## src/rtl/lsu_pkg.sv

```systemverilog
// ============================================================================
// lsu_pkg : shared types and constants for the load/store unit
// Revision: 1.0
// ============================================================================
`default_nettype none

package lsu_pkg;

    typedef enum logic [1:0] {
        IDLE = 2'd0,
        REQ  = 2'd1,
        RESP = 2'd2
    } lsu_state_t;

    localparam int         LANE_W   = 2;
    localparam logic [3:0] BE_WORD  = 4'hF;
    localparam logic [3:0] BE_BYTE0 = 4'h1;

endpackage

`default_nettype wire

```

## src/rtl/lsu_byte_lane.sv

```systemverilog
// ============================================================================
// lsu_byte_lane : byte-enable, store replication and load byte extraction
// Revision: 1.0
// ============================================================================
`default_nettype none

module lsu_byte_lane
    import lsu_pkg::*;
#(
    parameter int DATA_WIDTH = 32
) (
    input  logic                  byte_i,
    input  logic [LANE_W-1:0]     lane_i,
    input  logic [DATA_WIDTH-1:0] wdata_i,
    input  logic [DATA_WIDTH-1:0] rdata_i,
    output logic [3:0]            be_o,
    output logic [DATA_WIDTH-1:0] wdata_o,
    output logic [DATA_WIDTH-1:0] rdata_o
);

    always_comb begin
        be_o    = BE_WORD;
        wdata_o = wdata_i;
        rdata_o = rdata_i;
        if (byte_i) begin
            be_o    = BE_BYTE0 << lane_i;
            // Bus slaves pick the lane from MemBe, so every lane carries the byte.
            wdata_o = {(DATA_WIDTH/8){wdata_i[7:0]}};
            rdata_o = {{(DATA_WIDTH-8){1'b0}}, rdata_i[{lane_i, 3'b000} +: 8]};
        end
    end

endmodule

`default_nettype wire

```

## src/rtl/lsu.sv

```systemverilog
// ============================================================================
// lsu : single-outstanding load/store unit on a req/ack data bus
// Revision: 1.0
// ============================================================================
`default_nettype none

module lsu
    import lsu_pkg::*;
#(
    parameter int DATA_WIDTH = 32,
    parameter int TIMEOUT    = 16
) (
    input  logic                  clk,
    input  logic                  rst_n,
    input  logic                  Valid,
    output logic                  Ready,
    input  logic [DATA_WIDTH-1:0] ALUResult,
    input  logic [DATA_WIDTH-1:0] WriteData,
    input  logic                  MemRead,
    input  logic                  MemWrite,
    input  logic                  ByteOp,
    output logic                  MemReq,
    output logic                  MemWe,
    output logic [DATA_WIDTH-1:0] MemAddr,
    output logic [DATA_WIDTH-1:0] MemWData,
    output logic [3:0]            MemBe,
    input  logic                  MemAck,
    input  logic [DATA_WIDTH-1:0] MemRData,
    output logic [DATA_WIDTH-1:0] ReadData,
    output logic                  Done,
    output logic                  Err,
    output logic                  Stall
);

    localparam int                CNT_W    = $clog2(TIMEOUT);
    localparam logic [CNT_W-1:0]  CNT_LAST = CNT_W'(TIMEOUT - 1);

    lsu_state_t            state_q, state_d;
    logic [DATA_WIDTH-1:0] addr_q,  addr_d;
    logic [DATA_WIDTH-1:0] wdata_q, wdata_d;
    logic [DATA_WIDTH-1:0] rdata_q, rdata_d;
    logic                  we_q,    we_d;
    logic                  byte_q,  byte_d;
    logic                  err_q,   err_d;
    logic [CNT_W-1:0]      cnt_q,   cnt_d;

    logic                  w_illegal;
    logic                  w_in_req;
    logic                  w_in_resp;
    logic [3:0]            w_lane_be;
    logic [DATA_WIDTH-1:0] w_lane_wdata;
    logic [DATA_WIDTH-1:0] w_lane_rdata;

    lsu_byte_lane #(
        .DATA_WIDTH (DATA_WIDTH)
    ) u_byte_lane (
        .byte_i  (byte_q),
        .lane_i  (addr_q[LANE_W-1:0]),
        .wdata_i (wdata_q),
        .rdata_i (MemRData),
        .be_o    (w_lane_be),
        .wdata_o (w_lane_wdata),
        .rdata_o (w_lane_rdata)
    );

    assign w_illegal = (MemRead && MemWrite) ||
                       (!ByteOp && (ALUResult[LANE_W-1:0] != '0));

    always_ff @(posedge clk) begin
        if (!rst_n) begin
            state_q <= IDLE;
            addr_q  <= '0;
            wdata_q <= '0;
            rdata_q <= '0;
            we_q    <= 1'b0;
            byte_q  <= 1'b0;
            err_q   <= 1'b0;
            cnt_q   <= '0;
        end else begin
            state_q <= state_d;
            addr_q  <= addr_d;
            wdata_q <= wdata_d;
            rdata_q <= rdata_d;
            we_q    <= we_d;
            byte_q  <= byte_d;
            err_q   <= err_d;
            cnt_q   <= cnt_d;
        end
    end

    always_comb begin
        state_d = state_q;
        addr_d  = addr_q;
        wdata_d = wdata_q;
        rdata_d = rdata_q;
        we_d    = we_q;
        byte_d  = byte_q;
        err_d   = err_q;
        cnt_d   = cnt_q;
        case (state_q)
            IDLE: begin
                if (Valid && (MemRead || MemWrite)) begin
                    addr_d  = ALUResult;
                    wdata_d = WriteData;
                    we_d    = MemWrite;
                    byte_d  = ByteOp;
                    rdata_d = '0;
                    cnt_d   = '0;
                    err_d   = w_illegal;
                    state_d = w_illegal ? RESP : REQ;
                end
            end
            REQ: begin
                // A late ack on the final wait cycle still completes the access.
                if (MemAck) begin
                    if (!we_q) begin
                        rdata_d = w_lane_rdata;
                    end
                    err_d   = 1'b0;
                    state_d = RESP;
                end else if (cnt_q == CNT_LAST) begin
                    err_d   = 1'b1;
                    state_d = RESP;
                end else begin
                    cnt_d = cnt_q + CNT_W'(1);
                end
            end
            RESP: begin
                state_d = IDLE;
            end
            default: begin
                state_d = IDLE;
            end
        endcase
    end

    assign w_in_req  = (state_q == REQ);
    assign w_in_resp = (state_q == RESP);

    // Bus outputs are quiet outside REQ so nothing leaks while idle or after reset.
    assign MemReq   = w_in_req;
    assign MemWe    = w_in_req & we_q;
    assign MemAddr  = w_in_req ? {addr_q[DATA_WIDTH-1:LANE_W], {LANE_W{1'b0}}} : '0;
    assign MemWData = w_in_req ? w_lane_wdata : '0;
    assign MemBe    = w_in_req ? w_lane_be : 4'h0;

    assign Done     = w_in_resp;
    assign Err      = w_in_resp & err_q;
    assign ReadData = w_in_resp ? rdata_q : '0;
    assign Ready    = (state_q == IDLE);
    assign Stall    = ~Ready;

endmodule

`default_nettype wire
```

## config.mk

```make
export PLATFORM = sky130hd
export DESIGN_NAME = lsu
export DESIGN_NICKNAME = d
export VERILOG_FILES = /design/src/rtl/lsu_pkg.sv /design/src/rtl/lsu_byte_lane.sv /design/src/rtl/lsu.sv
export SDC_FILE = /design/constraint.sdc
export NUM_CORES = 1
export LEC_CHECK = 0
export CAP_MARGIN = 20
export CELL_PAD_IN_SITES_DETAIL_PLACEMENT = 1
export CELL_PAD_IN_SITES_GLOBAL_PLACEMENT = 2
export CORE_ASPECT_RATIO = 0.9
export CORE_MARGIN = 3
export CORE_UTILIZATION = 26
export DETAILED_ROUTE_END_ITERATION = 16
export PLACE_DENSITY = 0.95
export SLEW_MARGIN = 20
export SYNTH_ARGS = -nofsm -noshare
export SYNTH_HDL_FRONTEND = slang
export SYNTH_SLANG_ARGS = --single-unit
```

## constraint.sdc

```tcl
create_clock -name clk -period 2.1 [get_ports clk]
set_input_delay 0.42 -clock clk [delete_from_list [all_inputs] [get_ports clk]]
set_output_delay 0.42 -clock clk [all_outputs]
set_load 0.02 [all_outputs]
```

==> impl_metrics.env <==
export IMPL_status="finished, final reports clean"
export IMPL_p_sw_frac=0.2665
export IMPL_peakVddDrop_uv=333.4
export IMPL_rsz0062_at_grt="false"
export IMPL_synth_area_um2=5336
export IMPL_max_cap_violations=0
export IMPL_endpoint_kind="output port"
export IMPL_stdcell_area_um2=7756
export IMPL_clock_latency_ns=0.36
export IMPL_synthArstFlopShare=0
export IMPL_ys_flop_type="dfxtp_1"
export IMPL_grt_pass1_vias=5381
export IMPL_synth_common_cells="nand2_1 (149), dfxtp_1 (105), and2_1 (73)"
export IMPL_synth_edf_count=0
export IMPL_p_leak_nw=3.084
export IMPL_vias_per_cell=4.692
export IMPL_yosys_cell_count_top_type="nand2_1"
export IMPL_io_pins=209
export IMPL_fmax_mhz=491.6
export IMPL_setup_ws_ns=0.06593
export IMPL_post_drt_wl_per_cell_um=17.13
export IMPL_drtAntennaViolNets=0
export IMPL_maxSlewViolCount=0
export IMPL_grt_use_total=0.1696
export IMPL_combPwrFrac=0.176
export IMPL_p_per_area_nw_per_um2=612.4
export IMPL_io_buffers=206
export IMPL_syn_area_per_cell_um2=8.049
export IMPL_wl_mm=19.00
export IMPL_clock_sink_count=105
export IMPL_finalWeightedCongestion=0.7697
export IMPL_ctsHoldBuffers=0
export IMPL_synthCells=663
export IMPL_grt_first_pass_wirelength_mm=29.90
export IMPL_yosysTopAreaCellShare=0.3939
export IMPL_finalHoldViolations=0
export IMPL_cp_required_ns=1.68
export IMPL_nets=953
export IMPL_ys_warn_count=0
export IMPL_gr_total_overflow=0
export IMPL_root_buffer="clkbuf_16"
export IMPL_die_h_um=141.9
export IMPL_drt_first_iter_violations=208
export IMPL_power_frac_seq=0.452
export IMPL_path_class="reg -> out"
export IMPL_cts_tree="yes"
export IMPL_htreeDepth=3
export IMPL_antenna_found_initial=1
export IMPL_area_growth_pct=45.35
export IMPL_period_needed_ns=2.034
export IMPL_yosysUniqueCellTypes=37
export IMPL_hpwl_mm=13.79
export IMPL_multiInputGateArea_um2=2935
export IMPL_core_area_um2=20050
export IMPL_grt_max_degree=58
export IMPL_post_place_ws_ns=-0.07343
export IMPL_cts_buffer_depth=2
export IMPL_min_path_type="reg -> reg"
export IMPL_drive_above_1_share=0.1347
export IMPL_antenna_cells=0
export IMPL_setup_viol=0
export IMPL_p_clk_frac=0.372
export IMPL_finalCritPeriodShare=0.9686
export IMPL_dieArea_um2=22280
export IMPL_cp_max_fo=34
export IMPL_critPathLaunchType="register"
export IMPL_yosys_top_cells_area="dfxtp_1 (39%), nand2_1 (10%), a21boi_0 (8.6%)"
export IMPL_yosysTopAreaCell="dfxtp_1"
export IMPL_arrival_ns=1.61
export IMPL_p_int_mw=3.484
export IMPL_num_fill_cells=2412
export IMPL_cts_buffers=9
export IMPL_placedInstanceArea_um2=7735
export IMPL_clk_pin_slew_ns=0.07
export IMPL_first_pass_iters=4
export IMPL_synth_seq_cells=105
export IMPL_drc=0
export IMPL_num_vias=5203
export IMPL_die_width_um=157.0
export IMPL_seq_area_frac_synth=0.3939
export IMPL_power_switching_mw=1.266
export IMPL_seqCellArea_um2=2107
export IMPL_initial_core_util=0.2662
export IMPL_fin_skew_ns=0.01188
export IMPL_num_rows=49
## logic make-up (layout without fill, tap and decap cells)
group	count (synthesis)	count (layout)	synth area share
adders and majority gates	1	1	0.002344
xor gates and xnor gates	1	1	0.001642
other	1	2	0.0007027
buffers and inverters	61	251	0.05979
AOI/OAI and AO/OA	150	150	0.2026
muxes	10	10	0.01876
DFF	105	105	0.3939
and+or+nand+nor	334	334	0.3203
## registers in the layout, summed over array words and instances, names as in the netlist
name / flops
wdata_q: 32
cnt_q: 4
we_q: 1
addr_q: 32
err_q: 1
byte_q: 1
rdata_q: 32
state_q: 2
## power groups by stage
stage / logic (mW) / registers (mW) / clock network [mW]
after global routing: 0.920 / 2.16 / 1.93
after global placement: 0.850 / 2.19 / 0
after floorplan: 0.443 / 2.17 / 0
after CTS: 0.852 / 2.15 / 1.85
after detailed placement: 0.860 / 2.20 / 0
final: 0.837 / 2.15 / 1.77
## per-layer routing
| metal | vias up | GRT usage | share of wire |
|---|---|---|---|
| met5 | - | 0 | 0.00068 |
| met4 | 2 | 0.04110 | 0.011 |
| met3 | 17 | 0.04544 | 0.064 |
| met2 | 142 | 0.2798 | 0.47 |
| met1 | 2458 | 0.2217 | 0.46 |
| li1 | 2584 | - | - |
## critical path: stages, from the launching register on
cell	delay [ns]
dfxtp_2	0.34
and2b_1	0.23
buf_12	0.18
and2_1	0.16
dlygate4sd2_1	0.34
## path summary, 6_finish.rpt
check	start	end	slack (ns)	cells past startpoint
max	state_q[0]$_SDFFE_PN0P_	ReadData[17]	0.07	4
min reg2reg	addr_q[21]$_SDFFE_PN0P_	addr_q[21]$_SDFFE_PN0P_	0.46	2
max reg2reg	byte_q$_SDFFE_PN0P_	rdata_q[2]$_SDFFE_PN0P_	0.27	5
min	addr_q[21]$_SDFFE_PN0P_	addr_q[21]$_SDFFE_PN0P_	0.46	2
## repair_timing
item                                   in CTS  in global routing
gates resized for setup                   132                 95
endpoints found under the hold margin       0                  0
buffers inserted                            1                  0
setup endpoints to repair                 104                 85
## metrics by stage
step	power, mW	utilization	TNS (ns)	hold slack [ns]	cells
2_1_floorplan	2.611	-	0	0.4301	664
3_3_place_gp	3.043	0.3858	-0.07655	0.4375	1092
3_5_place_dp	3.056	0.3858	-0.2389	0.4517	1092
4_1_cts	4.848	0.3966	0	0.4480	1109
5_1_grt	5.013	0.3869	0	0.4752	1109
6_report	4.750	0.3869	0	0.4579	1109
## layout make-up
class / count / share of cell area
repair buffers: 233 / 0.2679
clock buffers: 11 / 0.03259
inverters: 2 / 0.001291
multi-input cells: 498 / 0.3784
well taps: 255 / 0.04114
clock inverters: 5 / 0.006937
flip-flops and latches: 105 / 0.2717
## cells in the final DEF, fill, tap and decap left out, types with 3 or more instances in the layout
master,synthesis,final
clkbuf_16,0,9
clkinv_2,0,3
o32ai_2,7,7
dfxtp_1,105,103
o21ai_0,12,12
and2_1,73,72
clkdlybuf4s50_1,0,101
buf_4,3,17
a21boi_1,29,29
buf_2,15,5
o22ai_1,8,8
clkbuf_2,0,47
dlygate4sd2_1,0,42
clkdlybuf4s15_1,0,10
nand2_1,149,148
buf_12,0,10
a21oi_1,28,26
nand3_1,42,42
nor2_1,5,5
nand3b_1,27,27
nand2b_1,27,27
a21boi_0,61,61
mux2i_1,10,10
(Power assumes the default switching activity.)
